**config.mk**
```make
export PLATFORM = sky130hd
export DESIGN_NAME = routing_unit_pipelined
export DESIGN_NICKNAME = d
export VERILOG_FILES = /design/src/rtl/routing_unit_pipelined.sv
export SDC_FILE = /design/constraint.sdc
export NUM_CORES = 1
export LEC_CHECK = 0
export CAP_MARGIN = 20
export CORE_MARGIN = 2
export CORE_UTILIZATION = 51
export CTS_BUF_LIST = sky130_fd_sc_hd__clkbuf_4 sky130_fd_sc_hd__clkbuf_8
export DETAILED_ROUTE_END_ITERATION = 6
export HOLD_SLACK_MARGIN = 0.05
export PLACE_DENSITY = 0.88
export RECOVER_POWER = 100
export SLEW_MARGIN = 20
export SYNTH_ARGS = -nofsm -noshare
export SYNTH_HDL_FRONTEND = slang
export SYNTH_SLANG_ARGS = --single-unit
```
**constraint.sdc**
```tcl
create_clock -name clk -period 4.4 [get_ports clk]
set_clock_uncertainty 0.2 [all_clocks]
set_input_delay 1.1 -clock clk [delete_from_list [all_inputs] [get_ports clk]]
set_output_delay 1.1 -clock clk [all_outputs]
set_load 0.01 [all_outputs]
```
**src/rtl/routing_unit_pipelined.sv**
```systemverilog
// routing_unit_pipelined: per-input-channel registered route computation for
// one mesh router at (X_LOC, Y_LOC). Each head-flit request produces a
// candidate direction set (XY, odd-even or west-first). The set is offered to
// the selection stage with a valid/ack handshake. The channel then stays busy
// until the packet's tail has left.
//
// Ports:
//   clk, reset      clock, synchronous active-high reset
//   i_mode          routing mode (0=XY, 1=odd-even, 2=west-first, 3=XY)
//   i_route_req     per-channel head-flit request (single-cycle)
//   i_x_source      per-channel packet source column
//   i_x_dest        per-channel destination column
//   i_y_dest        per-channel destination row
//   i_route_ack     selection stage consumed the route
//   i_tail_done     tail flit of the current packet has left the channel
//   o_route_valid   route result valid
//   o_avail_mask    candidate directions {W,S,E,N}
//   o_local         destination is this node
//   o_avail_count   popcount(mask) + local
//   o_route_err     destination outside the mesh
//   o_busy          channel not idle
//   o_stall         route offered for >= STALL_TH cycles without ack
//   o_req_err       sticky: request arrived while channel busy
module routing_unit_pipelined #(
  parameter int unsigned X_NODES  = 4,
  parameter int unsigned Y_NODES  = 4,
  parameter int unsigned X_LOC    = 0,
  parameter int unsigned Y_LOC    = 0,
  parameter int unsigned N        = 5,
  parameter int unsigned STALL_TH = 16,
  parameter int unsigned SW       = 5,
  localparam int unsigned XW      = (X_NODES > 1) ? $clog2(X_NODES) : 1,
  localparam int unsigned YW      = (Y_NODES > 1) ? $clog2(Y_NODES) : 1
) (
  input  logic                   clk,
  input  logic                   reset,
  input  logic [1:0]             i_mode,
  input  logic [N-1:0]           i_route_req,
  input  logic [N-1:0][XW-1:0]   i_x_source,
  input  logic [N-1:0][XW-1:0]   i_x_dest,
  input  logic [N-1:0][YW-1:0]   i_y_dest,
  input  logic [N-1:0]           i_route_ack,
  input  logic [N-1:0]           i_tail_done,
  output logic [N-1:0]           o_route_valid,
  output logic [N-1:0][3:0]      o_avail_mask,
  output logic [N-1:0]           o_local,
  output logic [N-1:0][2:0]      o_avail_count,
  output logic [N-1:0]           o_route_err,
  output logic [N-1:0]           o_busy,
  output logic [N-1:0]           o_stall,
  output logic [N-1:0]           o_req_err
);

  // State encoding doubles as registered outputs: bit1 = valid, bit0 = busy.
  typedef enum logic [1:0] {
    IDLE  = 2'b00,
    HOLD  = 2'b01,
    VALID = 2'b11
  } state_e;

  localparam logic [3:0]    DIR_N   = 4'b0001;
  localparam logic [3:0]    DIR_E   = 4'b0010;
  localparam logic [3:0]    DIR_S   = 4'b0100;
  localparam logic [3:0]    DIR_W   = 4'b1000;
  localparam logic          LX_ODD  = ((X_LOC % 2) == 1);
  localparam logic [SW-1:0] AGE_MAX = '1;

  for (genvar g = 0; g < int'(N); g++) begin : g_ch
    state_e        state_q;
    logic [3:0]    mask_q;
    logic          local_q;
    logic [2:0]    count_q;
    logic          err_q;
    logic          stall_q;
    logic          req_err_q;
    logic [SW-1:0] age_q;

    int unsigned   xd;
    int unsigned   yd;
    int unsigned   xs;
    logic [3:0]    ns_c;
    logic [3:0]    mask_c;
    logic          local_c;
    logic          err_c;
    logic [2:0]    count_c;
    logic [SW-1:0] age_inc_c;
    logic          accept_c;

    // Route function for the request currently presented on this channel.
    always_comb begin : route_calc
      xd      = 32'(i_x_dest[g]);
      yd      = 32'(i_y_dest[g]);
      xs      = 32'(i_x_source[g]);
      mask_c  = '0;
      local_c = 1'b0;
      err_c   = 1'b0;
      ns_c    = (yd > Y_LOC) ? DIR_N : ((yd < Y_LOC) ? DIR_S : 4'b0000);
      if (xd >= X_NODES || yd >= Y_NODES) begin
        err_c = 1'b1;
      end else if (xd == X_LOC && yd == Y_LOC) begin
        local_c = 1'b1;
      end else begin
        case (i_mode)
          2'd1: begin
            // Odd-even: turn restrictions depend on column parity.
            if (xd == X_LOC) begin
              mask_c = ns_c;
            end else if (xd > X_LOC) begin
              if (yd == Y_LOC) begin
                mask_c = DIR_E;
              end else begin
                if (LX_ODD || xs == X_LOC) mask_c = mask_c | ns_c;
                if (i_x_dest[g][0] || (xd - X_LOC) != 1) mask_c = mask_c | DIR_E;
              end
            end else begin
              mask_c = DIR_W;
              if (!LX_ODD) mask_c = mask_c | ns_c;
            end
          end
          2'd2: begin
            // West-first: any westward hop must be taken before others.
            if (xd < X_LOC) begin
              mask_c = DIR_W;
            end else begin
              mask_c = ns_c;
              if (xd > X_LOC) mask_c = mask_c | DIR_E;
            end
          end
          default: begin
            if (xd > X_LOC)      mask_c = DIR_E;
            else if (xd < X_LOC) mask_c = DIR_W;
            else                 mask_c = ns_c;
          end
        endcase
      end
      count_c = 3'(mask_c[0]) + 3'(mask_c[1]) + 3'(mask_c[2]) + 3'(mask_c[3])
              + 3'(local_c);
    end

    // Saturating age increment and request acceptance (idle, or tail freeing HOLD).
    always_comb begin : ctl_calc
      age_inc_c = (age_q == AGE_MAX) ? age_q : age_q + SW'(1);
      accept_c  = i_route_req[g] &&
                  ((state_q == IDLE) || (state_q == HOLD && i_tail_done[g]));
    end

    // Channel FSM; age_q counts VALID cycles including the current one.
    always_ff @(posedge clk) begin : ch_fsm
      if (reset) begin
        state_q   <= IDLE;
        mask_q    <= '0;
        local_q   <= 1'b0;
        count_q   <= '0;
        err_q     <= 1'b0;
        stall_q   <= 1'b0;
        req_err_q <= 1'b0;
        age_q     <= '0;
      end else begin
        stall_q <= 1'b0;
        if (i_route_req[g] && !accept_c) req_err_q <= 1'b1;
        if (accept_c) begin
          state_q <= VALID;
          mask_q  <= mask_c;
          local_q <= local_c;
          count_q <= count_c;
          err_q   <= err_c;
          age_q   <= SW'(1);
          stall_q <= (STALL_TH <= 1);
        end else begin
          case (state_q)
            VALID: begin
              if (i_route_ack[g]) begin
                state_q <= i_tail_done[g] ? IDLE : HOLD;
              end else begin
                age_q   <= age_inc_c;
                stall_q <= (32'(age_inc_c) >= STALL_TH);
              end
            end
            HOLD: begin
              if (i_tail_done[g]) state_q <= IDLE;
            end
            IDLE: begin
              state_q <= IDLE;
            end
            default: begin
              state_q <= IDLE;
            end
          endcase
        end
      end
    end

    assign o_route_valid[g] = state_q[1];
    assign o_busy[g]        = state_q[0];
    assign o_avail_mask[g]  = mask_q;
    assign o_local[g]       = local_q;
    assign o_avail_count[g] = count_q;
    assign o_route_err[g]   = err_q;
    assign o_stall[g]       = stall_q;
    assign o_req_err[g]     = req_err_q;
  end

endmodule

```
==> results.md, run 1 <==
- The number of global-route vias before repair is around 3000.
- Hold timing on the final database bottoms out at a slack of ~0.24 ns.
- The part of the cycle the worst path needs is 0.7750.
- The number of endpoints with negative hold slack in the final report is 0.
- The share of synthesized area in the top cell type comes to 0.4040.
- The I/O pin count is about 110.
- The post-synthesis cell type count is 33.
- The count of nets left with antenna violations once routing finished came out at 0.
- For this run, the register share of the synthesized area comes to 0.4040.
- In this run, synthesis produced a sequential element count of 70.
- The type of the worst min-delay path is flop to flop.
- The weighted congestion at the end of routability-driven global placement is around 0.88.
- STA classifies the critical path startpoint as an input port.
- Setup violations remaining at the end of the flow were counted as 0.
- The power share of the combinational group is 0.159.
- CTS placed an instance of sky130_fd_sc_hd__clkbuf_8 at the clock tree root.
- The kind of cell with the highest combined delay along the critical path is adder cells.
- The cell count after synthesis is about 380.
- The clock network fraction of design power is 0.363.
- The repair_antennas step left the layout with diodes totalling 0.
- Detailed placement ended at an HPWL of 6.302 mm.
- The most area-hungry cell type in the Yosys netlist is sky130_fd_sc_hd__dfxtp_1.
- The clock buffer count from CTS is 9.
- The highest achievable clock rate is a little under 300 MHz.
- STA puts the critical path data required time at 4.43 ns.
- Of the total power, the share spent switching nets is 0.2529.
- The die extent in x is 86.47 um.
- The total detailed-routing wirelength is 8.200 mm.
- Of all nets on the critical path, the largest fanout is 9.
- In this design, the stage delay of the slowest critical-path cell is 0.55 ns.
- Adding up every negative setup slack in the final design gives 0 ns.
- The relative contribution of sequential cells to total power is 0.477.
- TritonCTS built the clock tree.
- The first global-routing pass estimated about 13 mm of wire.
- The most frequent cell on the critical path is sky130_fd_sc_hd__ha_1.
- In the final routed layout, each cell accounts on average for about 15 um.
- The analysis attributes to cell leakage a power of approximately 1.8 nW.
- The fraction of the core area covered by cells at the end of the flow is 0.6640.
- Buffers inserted to repair hold after CTS numbered 0.
- Across all layers, the routed design uses 3127 vias.
- The arrival time at the worst endpoint is around 3.4 ns.
- Across the whole layout, storage elements account for between 1000 and 1500 um^2.
- The filler cells instantiated in the layout total about 560.
- The leading cell type in the layout, fill and taps excluded is sky130_fd_sc_hd__dfxtp_1.
- Before antenna repair, the detailed router went through 4 iterations.
- The multi-input combinational cells in the finished layout cover a total of approximately 1700 um^2.
- The DRC marker count from the first detailed-route iteration is between 150 and 200.
- Among all flip-flop cells after synthesis, the most frequent one is sky130_fd_sc_hd__dfxtp_1.
- The tree built by TritonCTS fans out to 70 sinks.
- The cell with the largest stage delay on the worst path is sky130_fd_sc_hd__dlygate4sd3_1.
- Compared with the post-synthesis result, the final layout area differs by 27.92%.
- The initial cell density of the core is 0.5191.
- The number of gates resized after CTS was 0.
- The longest clock path from root to sink contains 2 buffers.
- The count of pins over their slew limit was 0.
- The maximum ir drop on the vdd rail is 0.0001918 V.
- After detailed routing, the number of remaining DRC violations is 0.
- The clock reaches the later pin of the worst-skew pair after between 0.3 and 0.4 ns.
- Yosys attributes the largest share of cell area to sky130_fd_sc_hd__dfxtp_1, sky130_fd_sc_hd__buf_4, sky130_fd_sc_hd__a22o_1.
- Entering global routing, the biggest net connects 20 pins.
- After layout, the minimum clock period comes to 3.410 ns.
- The placement row count is 30.
- By startpoint and endpoint, the worst setup path is classified as input port to flop.
- The core region is approximately 6700 um^2.
- The synthesized design contains 0 enable-type register cells.
- After detailed routing, the number of vias per cell comes to between 5 and 6.
- Traced cell by cell, the critical path runs through dlygate4sd3_1, inv_1, ha_1, or2_2, a21oi_1, nor2_1, ha_1, xor2_1, a22o_1.
- The design internal power is ~0.0011 W.
- The quantity of I/O buffers inserted on ports is a little over 90.
- The kind of capture point of the worst setup path is a flop.
- The sum of buffers and inverters on the critical path is 2.
- The top cell types in the final layout, fill and taps aside, are sky130_fd_sc_hd__dfxtp_1, sky130_fd_sc_hd__dlygate4sd3_1, sky130_fd_sc_hd__clkdlybuf4s50_1, sky130_fd_sc_hd__a21oi_1, sky130_fd_sc_hd__o21ai_0.
- After clock tree synthesis, the clock-pin slew on the worst setup and hold paths is 0.07 ns.
- The switching component of the power is between 0.0003 and 0.0004 W.
- The flow ran to the end, and the final reports show no timing, DRC or antenna violations.
- The mean cell area of the mapped netlist is ~9.1 um^2.
- For this run, the total global-route usage over all layers was measured as 0.2229.
- The net count of the finished layout is about 520.
- The number of warnings reported in the yosys synthesis log is 0.
- In the final layout, the share of cells above drive strength 1 is 0.05579.
- The die covers 7476 um^2.
- In this run the power density over the cells is ~330 nW/um^2.
- Once the clock tree was built, the setup fixing pass inserted 0 buffers.
- For the pin with the worst max-slew slack, the measured transition is about 0.90 ns.
- The synthesized area is roughly 3500 um^2.
- The die boundary height is approximately 86 um.
- The tool flagged a number of max-cap violations equal to 0.
- The share of flip-flops with an asynchronous set or reset after synthesis is 0.
- The H-tree was split into 3 levels.
- For this run the aggregate overflow at the end of global routing stands at 0.
- The number of antenna violations at the first check in global routing came to 0.
- Setup repair after global routing left no endpoint under its margin.
- Headroom to the max-slew limit came out at 0.3987.
area by class of cell:
class                   instances  area share
clock inverters                 4     0.01015
clock buffers                  12     0.03581
multi-input cells             265      0.3872
inverters                      21     0.01777
repair buffers                 94      0.2107
well taps                      80     0.02256
flip-flops and latches         70      0.3158
worst register-to-register path: stages, from the launching register on:
cell,delay (ns)
sky130_fd_sc_hd__dfxtp_1,0.34
sky130_fd_sc_hd__ha_1,0.25
sky130_fd_sc_hd__and4_1,0.28
sky130_fd_sc_hd__or4_1,0.49
sky130_fd_sc_hd__a21oi_1,0.16
Yosys cell counts (6+ instances only):
library cell / number
sky130_fd_sc_hd__dfxtp_1: 70
sky130_fd_sc_hd__a21oi_1: 35
sky130_fd_sc_hd__buf_4: 35
sky130_fd_sc_hd__o21ai_0: 25
sky130_fd_sc_hd__a22o_1: 22
sky130_fd_sc_hd__inv_1: 21
sky130_fd_sc_hd__nor2b_1: 15
sky130_fd_sc_hd__a31oi_1: 12
sky130_fd_sc_hd__ha_1: 12
sky130_fd_sc_hd__nand2b_1: 11
sky130_fd_sc_hd__or3_1: 11
sky130_fd_sc_hd__nor3_1: 10
sky130_fd_sc_hd__o31ai_1: 10
sky130_fd_sc_hd__nand3_1: 8
sky130_fd_sc_hd__nor2_1: 8
sky130_fd_sc_hd__or2_2: 6
state kept, by name, indices dropped and copies added (netlist names):
register	cells
g_ch.req_err_q	5
g_ch.stall_q	5
g_ch.state_q	10
g_ch.mask_q	10
g_ch.age_q	25
g_ch.count_q	10
g_ch.local_q	5
power by group through the flow:
| stage | sequential, W | combinational (W) | clock [W] |
|---|---|---|---|
| floorplan | 0.000708 | 0.000125 | 0 |
| global placement | 0.000703 | 0.000233 | 0 |
| detailed placement | 0.000705 | 0.000240 | 0 |
| CTS | 0.000691 | 0.000241 | 0.000537 |
| global route | 0.000693 | 0.000251 | 0.000564 |
| finish | 0.000690 | 0.000230 | 0.000525 |
routing by layer:
metal	share of wire	wire [um]	track usage
met1	0.42	3480	0.2691
met2	0.50	4078	0.3699
met5	0	0	0
met3	0.052	430	0.04952
met4	0.026	210	0.1179
cells by family (layout without fill, tap and decap cells):
family | Yosys count | count (layout) | synth area share
compound gates | 123 | 123 | 0.2280
simple gates | 105 | 105 | 0.1919
flops | 70 | 70 | 0.4040
buf+inv | 65 | 131 | 0.1190
fa+ha+maj | 12 | 12 | 0.04329
xor+xnor | 5 | 5 | 0.01263
other cells | 1 | 20 | 0.001081
worst paths after layout:
path	to	slack (ns)	depth (start not counted)	from
worst max register to register	g_ch[2].age_q[3]$_SDFFE_PP0P_	2.60	4	g_ch[2].age_q[0]$_SDFFE_PP0P_
worst max-delay path	g_ch[2].count_q[0]$_SDFFE_PP0P_	0.99	9	i_mode[0]
worst min register to register	g_ch[2].req_err_q$_SDFFE_PP0P_	0.24	2	g_ch[2].req_err_q$_SDFFE_PP0P_
worst min-delay path	g_ch[2].req_err_q$_SDFFE_PP0P_	0.24	2	g_ch[2].req_err_q$_SDFFE_PP0P_
stage by stage:
step / instance area (um^2) / setup WS, ns / power [W] / cells
floorplan: 3540 / 1.347 / 0.0008335 / 400
global placement: 4244 / 0.7927 / 0.0009364 / 530
detailed placement: 4244 / 0.7352 / 0.0009448 / 530
CTS: 4448 / 1.089 / 0.001469 / 546
global route: 4437 / 0.9061 / 0.001509 / 546
finish: 4437 / 0.9902 / 0.001445 / 546
Power figures use the tool's default switching activity.
==> inputs of run 2 (changes only) <==
- CORE_UTILIZATION: 51 -> 43
- PLACE_DENSITY: 0.88 -> 0.79
- clock period: 4.4 -> 2.9 ns (I/O delays scaled with it)
==> run 2 against run 1 <==
Sequential power is 51% higher. Total power rose by 53%. Hold slack better by 0.0017 ns. Final area is 3.1% higher. Critical path depth shrank 1. Highest routed layer unchanged.
==> results.md, run 2 (synthesis gave the netlist of run 1 again) <==
- Leaving out fill and tap cells, the most frequent cell in the layout is sky130_fd_sc_hd__dfxtp_1.
- The worst setup slack after layout is 0.08214 ns.
- The type of the worst min-delay path is flop to flop.
- The delay of the slowest critical-path stage is approximately 0.48 ns.
- The number of flip-flops in the largest register is 25.
- The clock passes through at most 2 buffers.
- The flow ran to the end, and the final reports show no timing, DRC or antenna violations.
- The register containing the most flip-flops in the final layout is g_ch.age_q.
- The startpoint identified for the worst register-to-register timing path is g_ch[0].age_q[0]$_SDFFE_PP0P_.
- The die covers between 8000 and 9000 um^2.
- After detailed routing, the average wire length per cell comes to approximately 14 um.
- Counting cells, the worst reg-to-reg path comes to 4.
- For hold timing, the worst endpoint is g_ch[3].req_err_q$_SDFFE_PP0P_.
- In the layout the commonest cells are sky130_fd_sc_hd__dfxtp_1, sky130_fd_sc_hd__dlygate4sd3_1, sky130_fd_sc_hd__clkdlybuf4s50_1, sky130_fd_sc_hd__a21oi_1, sky130_fd_sc_hd__o21ai_0.
- The quantity of I/O buffers inserted on ports is a little over 90.
- The dominant delay contributor by cell family on the critical path is adder cells.
- The number of iterations in the first detailed-routing pass is 4.
- The level count of the clock H-tree is 3.
- The weighted congestion at the end of routability-driven global placement is a little under 0.9.
- TritonCTS built the clock tree.
- The kind of capture point of the worst setup path is a flop.
- The number of antenna diodes in the final layout is 0.
- The classification of the worst setup path is input port to flop.
- The number of global-route vias before repair is roughly 3000.
- The DRC marker count from the first detailed-route iteration is 55.
- The sum of buffers and inverters on the critical path is 2.
- In the routed design, unresolved DRC markers number 0.
- The clock-pin slew of the registers on the worst-case setup and hold paths is about 0.08 ns.
- The count of filler cells inserted in the layout is slightly above 700.
- The relative contribution of sequential cells to total power is 0.472.
- Internal power comes to approximately 0.0016 W.
- The cell with the largest stage delay on the worst path is sky130_fd_sc_hd__clkdlybuf4s50_1.
- The arrival time at the worst endpoint is 2.86 ns.
- Summing all placed instances gives a cell area of around 4400 um^2.
- The post-layout instance area is 4574 um^2.
- Data on the critical path is required at its endpoint by about 2.9 ns.
- The fraction of the core area covered by cells at the end of the flow is 0.5889.
- The via-per-instance ratio is between 5 and 6.
- Along the worst path, the maximum fanout reaches 5.
- The count of pins over their slew limit came to 0.
- Setup repair after global routing left no endpoint under its margin.
- The total detailed-routing wirelength is 8.070 mm.
- The clock latency reported for the late side of the worst-skew pair is 0.34 ns.
- Of the total power, the share spent switching nets is 0.2605.
- The maximum ir drop on the vdd rail is 0.0002089 V.
- The worst slew margin relative to its limit is 0.4971.
- The final HPWL from detailed placement is ~6.2 mm.
- The non-filler instance count after layout is slightly below 600.
- Entering global routing, the biggest net connects 18 pins.
- For this design the static power due to leakage is 1.842 nW.
- The count of cells along the worst hold path is 2.
- The total clock sinks is 70.
- In the final layout, the share of cells above drive strength 1 is 0.08333.
- The die is about 94 um tall.
- The placement row count is 32.
- The floorplan core area is slightly below 8000 um^2.
- The share of total power dissipated in combinational logic is 0.168.
- In the global route stage, overall resource usage came out at 0.1886.
- The number of endpoints with negative hold slack in the final report is 0.
- The die is roughly 94 um wide.
- The cell total after placement is about 570.
- After layout, the minimum clock period comes to ~2.8 ns.
- The first global-routing pass estimated around 13 mm of wire.
- The number of clock buffers added by TritonCTS is 9.
- The worst-case setup slack after placement is -0.2804 ns.
- The number of antenna violations at the first check in global routing is 0.
- Clock tree synthesis selected as its root buffer the cell sky130_fd_sc_hd__clkbuf_8.
- Wire segments on met3 add up to 490 um in the final route.
- The number of hold buffers added after CTS is 0.
- The met2 wire length is 3.928 mm.
- The remaining global-route overflow is 0.
- The end of the worst register-to-register path is g_ch[0].age_q[3]$_SDFFE_PP0P_.
- The switching component of the power is 0.0005768 W.
- After detailed routing, the wire length on met1 is ~3.6 mm.
- The worst hold path begins at g_ch[3].req_err_q$_SDFFE_PP0P_.
- For this design the ratio of total power to cell area is a little under 500 nW/um^2.
- The highest routed metal layer is met4.
- Relative to the synthesized area, the layout overhead comes to 31.89%.
- At the pin with the least slew margin, the transition time is 0.7464 ns.
- The part of the cycle the worst path needs is 0.9717.
- The highest achievable clock rate is 354.9 MHz.
- The number of nets in the finished design is ~540.
- The signal on the critical path passes through clkdlybuf4s50_1, inv_1, ha_1, or3_1, a31oi_1, ha_1, xor2_1, a22o_1.
- The most frequent cell on the critical path is sky130_fd_sc_hd__ha_1.
- The sum of negative setup slack is 0 ns.
- The number of vias in the routed layout is between 3000 and 4000.
- Of the total power, the clock network draws 0.360.
- approximately 110 I/O pins were placed.
- The launching element type of the critical path is an input port.
- The initial cell density of the core is 0.4465.
- Max-cap violations in this run came to 0.
- The reg-to-reg setup timing slack is 1.14 ns.
- The setup-violating endpoint count in the final report is 0.
- The post-detailed-route count of antenna-violating nets is 0.
run 2: through the flow:
step                      total power (W)  hold slack [ns]
after floorplan                  0.001265           0.2259
after global placement           0.001447           0.2351
after detailed placement         0.001455           0.2414
after CTS                        0.002259           0.2521
after global routing             0.002321           0.2786
final                            0.002214           0.2467
run 2: worst max path at each step:
stage	start	to	slack, ns	cells past startpoint
after floorplan	i_mode[0]	g_ch[4].count_q[0]$_SDFFE_PP0P_	0.22	8
after global placement	i_mode[0]	g_ch[1].count_q[0]$_SDFFE_PP0P_	-0.25	9
after detailed placement	i_mode[0]	g_ch[4].count_q[0]$_SDFFE_PP0P_	-0.28	8
after CTS	i_mode[0]	g_ch[2].count_q[0]$_SDFFE_PP0P_	0.09	9
after global routing	i_mode[0]	g_ch[0].count_q[0]$_SDFFE_PP0P_	0.01	8
final	i_mode[0]	g_ch[0].count_q[0]$_SDFFE_PP0P_	0.08	8
run 2: layer usage:
| metal | vias to the layer above | GRT usage |
|---|---|---|
| li1 | 1543 | - |
| met4 | 0 | 0.04348 |
| met5 | - | 0 |
| met1 | 1438 | 0.2239 |
| met3 | 5 | 0.07303 |
| met2 | 83 | 0.3208 |
run 2: worst min-delay path, stage by stage, from the launching register on:
cell                      delay [ns]
sky130_fd_sc_hd__dfxtp_1        0.31
sky130_fd_sc_hd__inv_1          0.05
sky130_fd_sc_hd__a21oi_1        0.05
run 2: area by class of cell:
class | count | area, um^2 | area share
Multi-Input combinational cell | 265 | 1730 | 0.3783
Sequential cell | 70 | 1401 | 0.3063
Timing Repair Buffer | 108 | 1032 | 0.2257
Clock buffer | 11 | 145.1 | 0.03173
Tap cell | 102 | 127.6 | 0.02790
Inverter | 21 | 78.83 | 0.01723
Clock inverter | 5 | 58.81 | 0.01286
run 2: what timing repair did:
item / 4_1_cts / 5_1_grt
setup buffers: 0 / 0
endpoints found under the setup margin: 0 / 3
gates resized for setup: 0 / 5
run 2: power by group through the flow:
stage,Clock [W],Sequential (W),Combinational [W]
2_1_floorplan,0,0.00107,0.000190
3_3_place_gp,0,0.00107,0.000380
3_5_place_dp,0,0.00107,0.000388
4_1_cts,0.000822,0.00105,0.000390
5_1_grt,0.000859,0.00105,0.000410
6_report,0.000798,0.00104,0.000372
==> inputs of run 3 (changes only) <==
- CORE_UTILIZATION: 43 -> 48
- PLACE_DENSITY: 0.79 -> 0.83
- clock period: 2.9 -> 3.2 ns (I/O delays scaled with it)
==> run 3 against run 2 <==
Total power decreased by 5.6%. First-iteration DRC count grew 56%. Clock power rose by 2%. Final area shrank 0.55%. Worst setup slack better by 0.098 ns. Utilization increased by 7.0 points. Global-route usage grew 1.5 points. Count of clock-buffer cells in the layout did not move. Sequential power shrank 9%. Critical path depth up 1. Non-clock buffer count fell by 4. Combinational power shrank 12%. Highest routed layer unchanged.
==> results.md, run 3 (synthesis gave the netlist of run 1 again) <==
- The register with the most flip-flops in the layout has 25 of them.
- Before antenna repair, the detailed router went through 4 iterations.
- The worst hold path begins at g_ch[2].req_err_q$_SDFFE_PP0P_.
- The core region is slightly below 7000 um^2.
- The clock latency reported for the late side of the worst-skew pair is between 0.3 and 0.4 ns.
- The origin of the worst setup path is i_mode[0].
- The required time of the critical path is about 3.2 ns.
- In the routed design, unresolved DRC markers number 0.
- For met3 alone, demand over resource in global routing was 0.05448.
- The run finished with clean final reports.
- The classification of the worst setup path is input port to flop.
- At the worst endpoint, the arrival time is slightly above 3 ns.
- In this run, post-CTS hold repair placed 0 buffers.
- Counting every sink on the clock net gives 70.
- TritonCTS built the clock tree.
- The I/O pin count is 114.
- IR analysis of the VDD net gives a maximum drop of around 0.00022 V.
- For met1 alone, demand over resource in global routing was 0.2514.
- The completed layout was analyzed and its total power is 0.002089 W.
- The remaining global-route overflow is 0.
- The cell leakage power is 1.832 nW.
- The detailed router finished its first iteration with 86 violations.
- The worst register-to-register path begins at g_ch[3].age_q[0]$_SDFFE_PP0P_.
- The final HPWL from detailed placement is a little over 6 mm.
- In this run, CTS created clock tree buffers numbering 9.
- The launching element type of the critical path is an input port.
- Fill cells in the final layout number 611.
- The minimum clock period after layout is between 3 and 4 ns.
- The areal power density over the cells is 459.3 nW/um^2.
- Setup repair after global routing left no endpoint under its margin.
- The number of global-route vias before repair came to 2844.
- Entering global routing, the biggest net connects 16 pins.
- In this run the number of H-tree levels came out at 3.
- The total track usage is 0.2032.
- The die covers 7922 um^2.
- In the layout the commonest cells are sky130_fd_sc_hd__dfxtp_1, sky130_fd_sc_hd__dlygate4sd3_1, sky130_fd_sc_hd__clkdlybuf4s50_1, sky130_fd_sc_hd__a21oi_1, sky130_fd_sc_hd__o21ai_0.
- The first global-routing pass estimated 12.58 mm of wire.
- The highest achievable clock rate is 331.2 MHz.
- The root buffer selected by CTS is sky130_fd_sc_hd__clkbuf_8.
- Measured along the x axis, the die boundary spans just under 90 um.
- The die boundary height is a little under 90 um.
- met2 is the most crowded layer.
- The part of the cycle the worst path needs is 0.9436.
- For this configuration, the core starts out at a cell density of 0.5022.
- The post-detailed-route count of antenna-violating nets is 0.
- The number of antenna violations at the first check in global routing is 0.
- Post-CTS timing repair inserted 0 buffers for setup.
- The number of vias in the routed layout is 3045.
- The clock-pin slew of the registers on the worst-case setup and hold paths is ~0.07 ns.
- The worst setup path is captured at a flop.
- Summed over all layers, the routed wires come to 7.988 mm.
- The fraction of the core area covered by cells at the end of the flow is 0.6587.
- The placement row count is 30.
- In this run the worst hold path is classified as flop to flop.
- The ratio of cells with drive above 1 in the final layout is 0.06933.
- The via-per-instance ratio is 5.323.
- The worst slew margin relative to its limit is 0.4609.
- The leading cell type in the layout, fill and taps excluded is sky130_fd_sc_hd__dfxtp_1.
- The max-cap violation count is 0.
- The setup-violating endpoint count in the final report is 0.
- The critical-path maximum fanout is 6.
- For this run, global-route usage on met2 was measured as 0.3324.
- The number of endpoints with negative hold slack in the final report is 0.
- The transition time at the pin with the least slew margin is between 0.8 and 0.9 ns.
- The routed wirelength normalized by instance count is around 14 um.
- The count of buffers added on input and output ports is between 90 and 100.
- The congestion estimate from routability-driven global placement came to between 0.8 and 0.9.
- The count of antenna diodes in the layout is 0.
- For this run, the post-layout net count is about 530.
- The post-route worst hold slack is between 0.2 and 0.3 ns.
- The register with the most flip-flops in the final layout is g_ch.age_q.
- Gates resized during post-CTS repair numbered 0.
- Relative to the synthesized area, the layout overhead comes to 31.17%.
- The worst-case clock buffer depth is 2.
- The count of pins over their slew limit is 0.
## run 3: report_power, final
part / internal, W / switching, W / leakage [nW]
Combinational: 0.000175 / 0.000154 / 1.14
Sequential: 0.000913 / 0.0000341 / 0.572
Clock: 0.000481 / 0.000333 / 0.116
## run 3: cell type report
type,instances,area [um^2],share of cell area
clock inverters,5,81.33,0.01788
clock buffers,11,151.4,0.03328
inverters,21,78.83,0.01733
flip-flops and latches,70,1401,0.3080
repair buffers,104,1002,0.2203
well taps,96,120.1,0.02640
multi-input cells,265,1714,0.3768
## run 3: worst max-delay path, cell delays in order
cell	delay, ns
sky130_fd_sc_hd__dlygate4sd3_1	0.55
sky130_fd_sc_hd__inv_1	0.05
sky130_fd_sc_hd__ha_1	0.35
sky130_fd_sc_hd__or2_2	0.35
sky130_fd_sc_hd__a21oi_1	0.20
sky130_fd_sc_hd__nor2_1	0.09
sky130_fd_sc_hd__ha_1	0.31
sky130_fd_sc_hd__xor2_1	0.16
sky130_fd_sc_hd__a22o_1	0.21
## run 3: path summary, 6_finish.rpt
kind | endpoint | slack (ns) | depth (start not counted)
worst max-delay path | g_ch[1].count_q[0]$_SDFFE_PP0P_ | 0.18 | 9
worst max register to register | g_ch[3].age_q[3]$_SDFFE_PP0P_ | 1.43 | 4
worst min-delay path | g_ch[2].req_err_q$_SDFFE_PP0P_ | 0.25 | 2
worst min register to register | g_ch[2].req_err_q$_SDFFE_PP0P_ | 0.25 | 2
## run 3: routing by layer
metal  part of all wire  vias up
li1                   -     1540
met1               0.45     1417
met2               0.48       77
met3              0.059       11
met4              0.017        0
met5                  0        -
## run 3: per-stage QoR
step | setup slack, ns | instance area, um^2 | TNS (ns) | cells
after floorplan | 0.4465 | 3540 | 0 | 400
after global placement | -0.04552 | 4339 | -0.1452 | 556
after detailed placement | -0.09011 | 4339 | -0.2988 | 556
after CTS | 0.2680 | 4572 | 0 | 572
after global routing | 0.1117 | 4549 | 0 | 572
final | 0.1806 | 4549 | 0 | 572
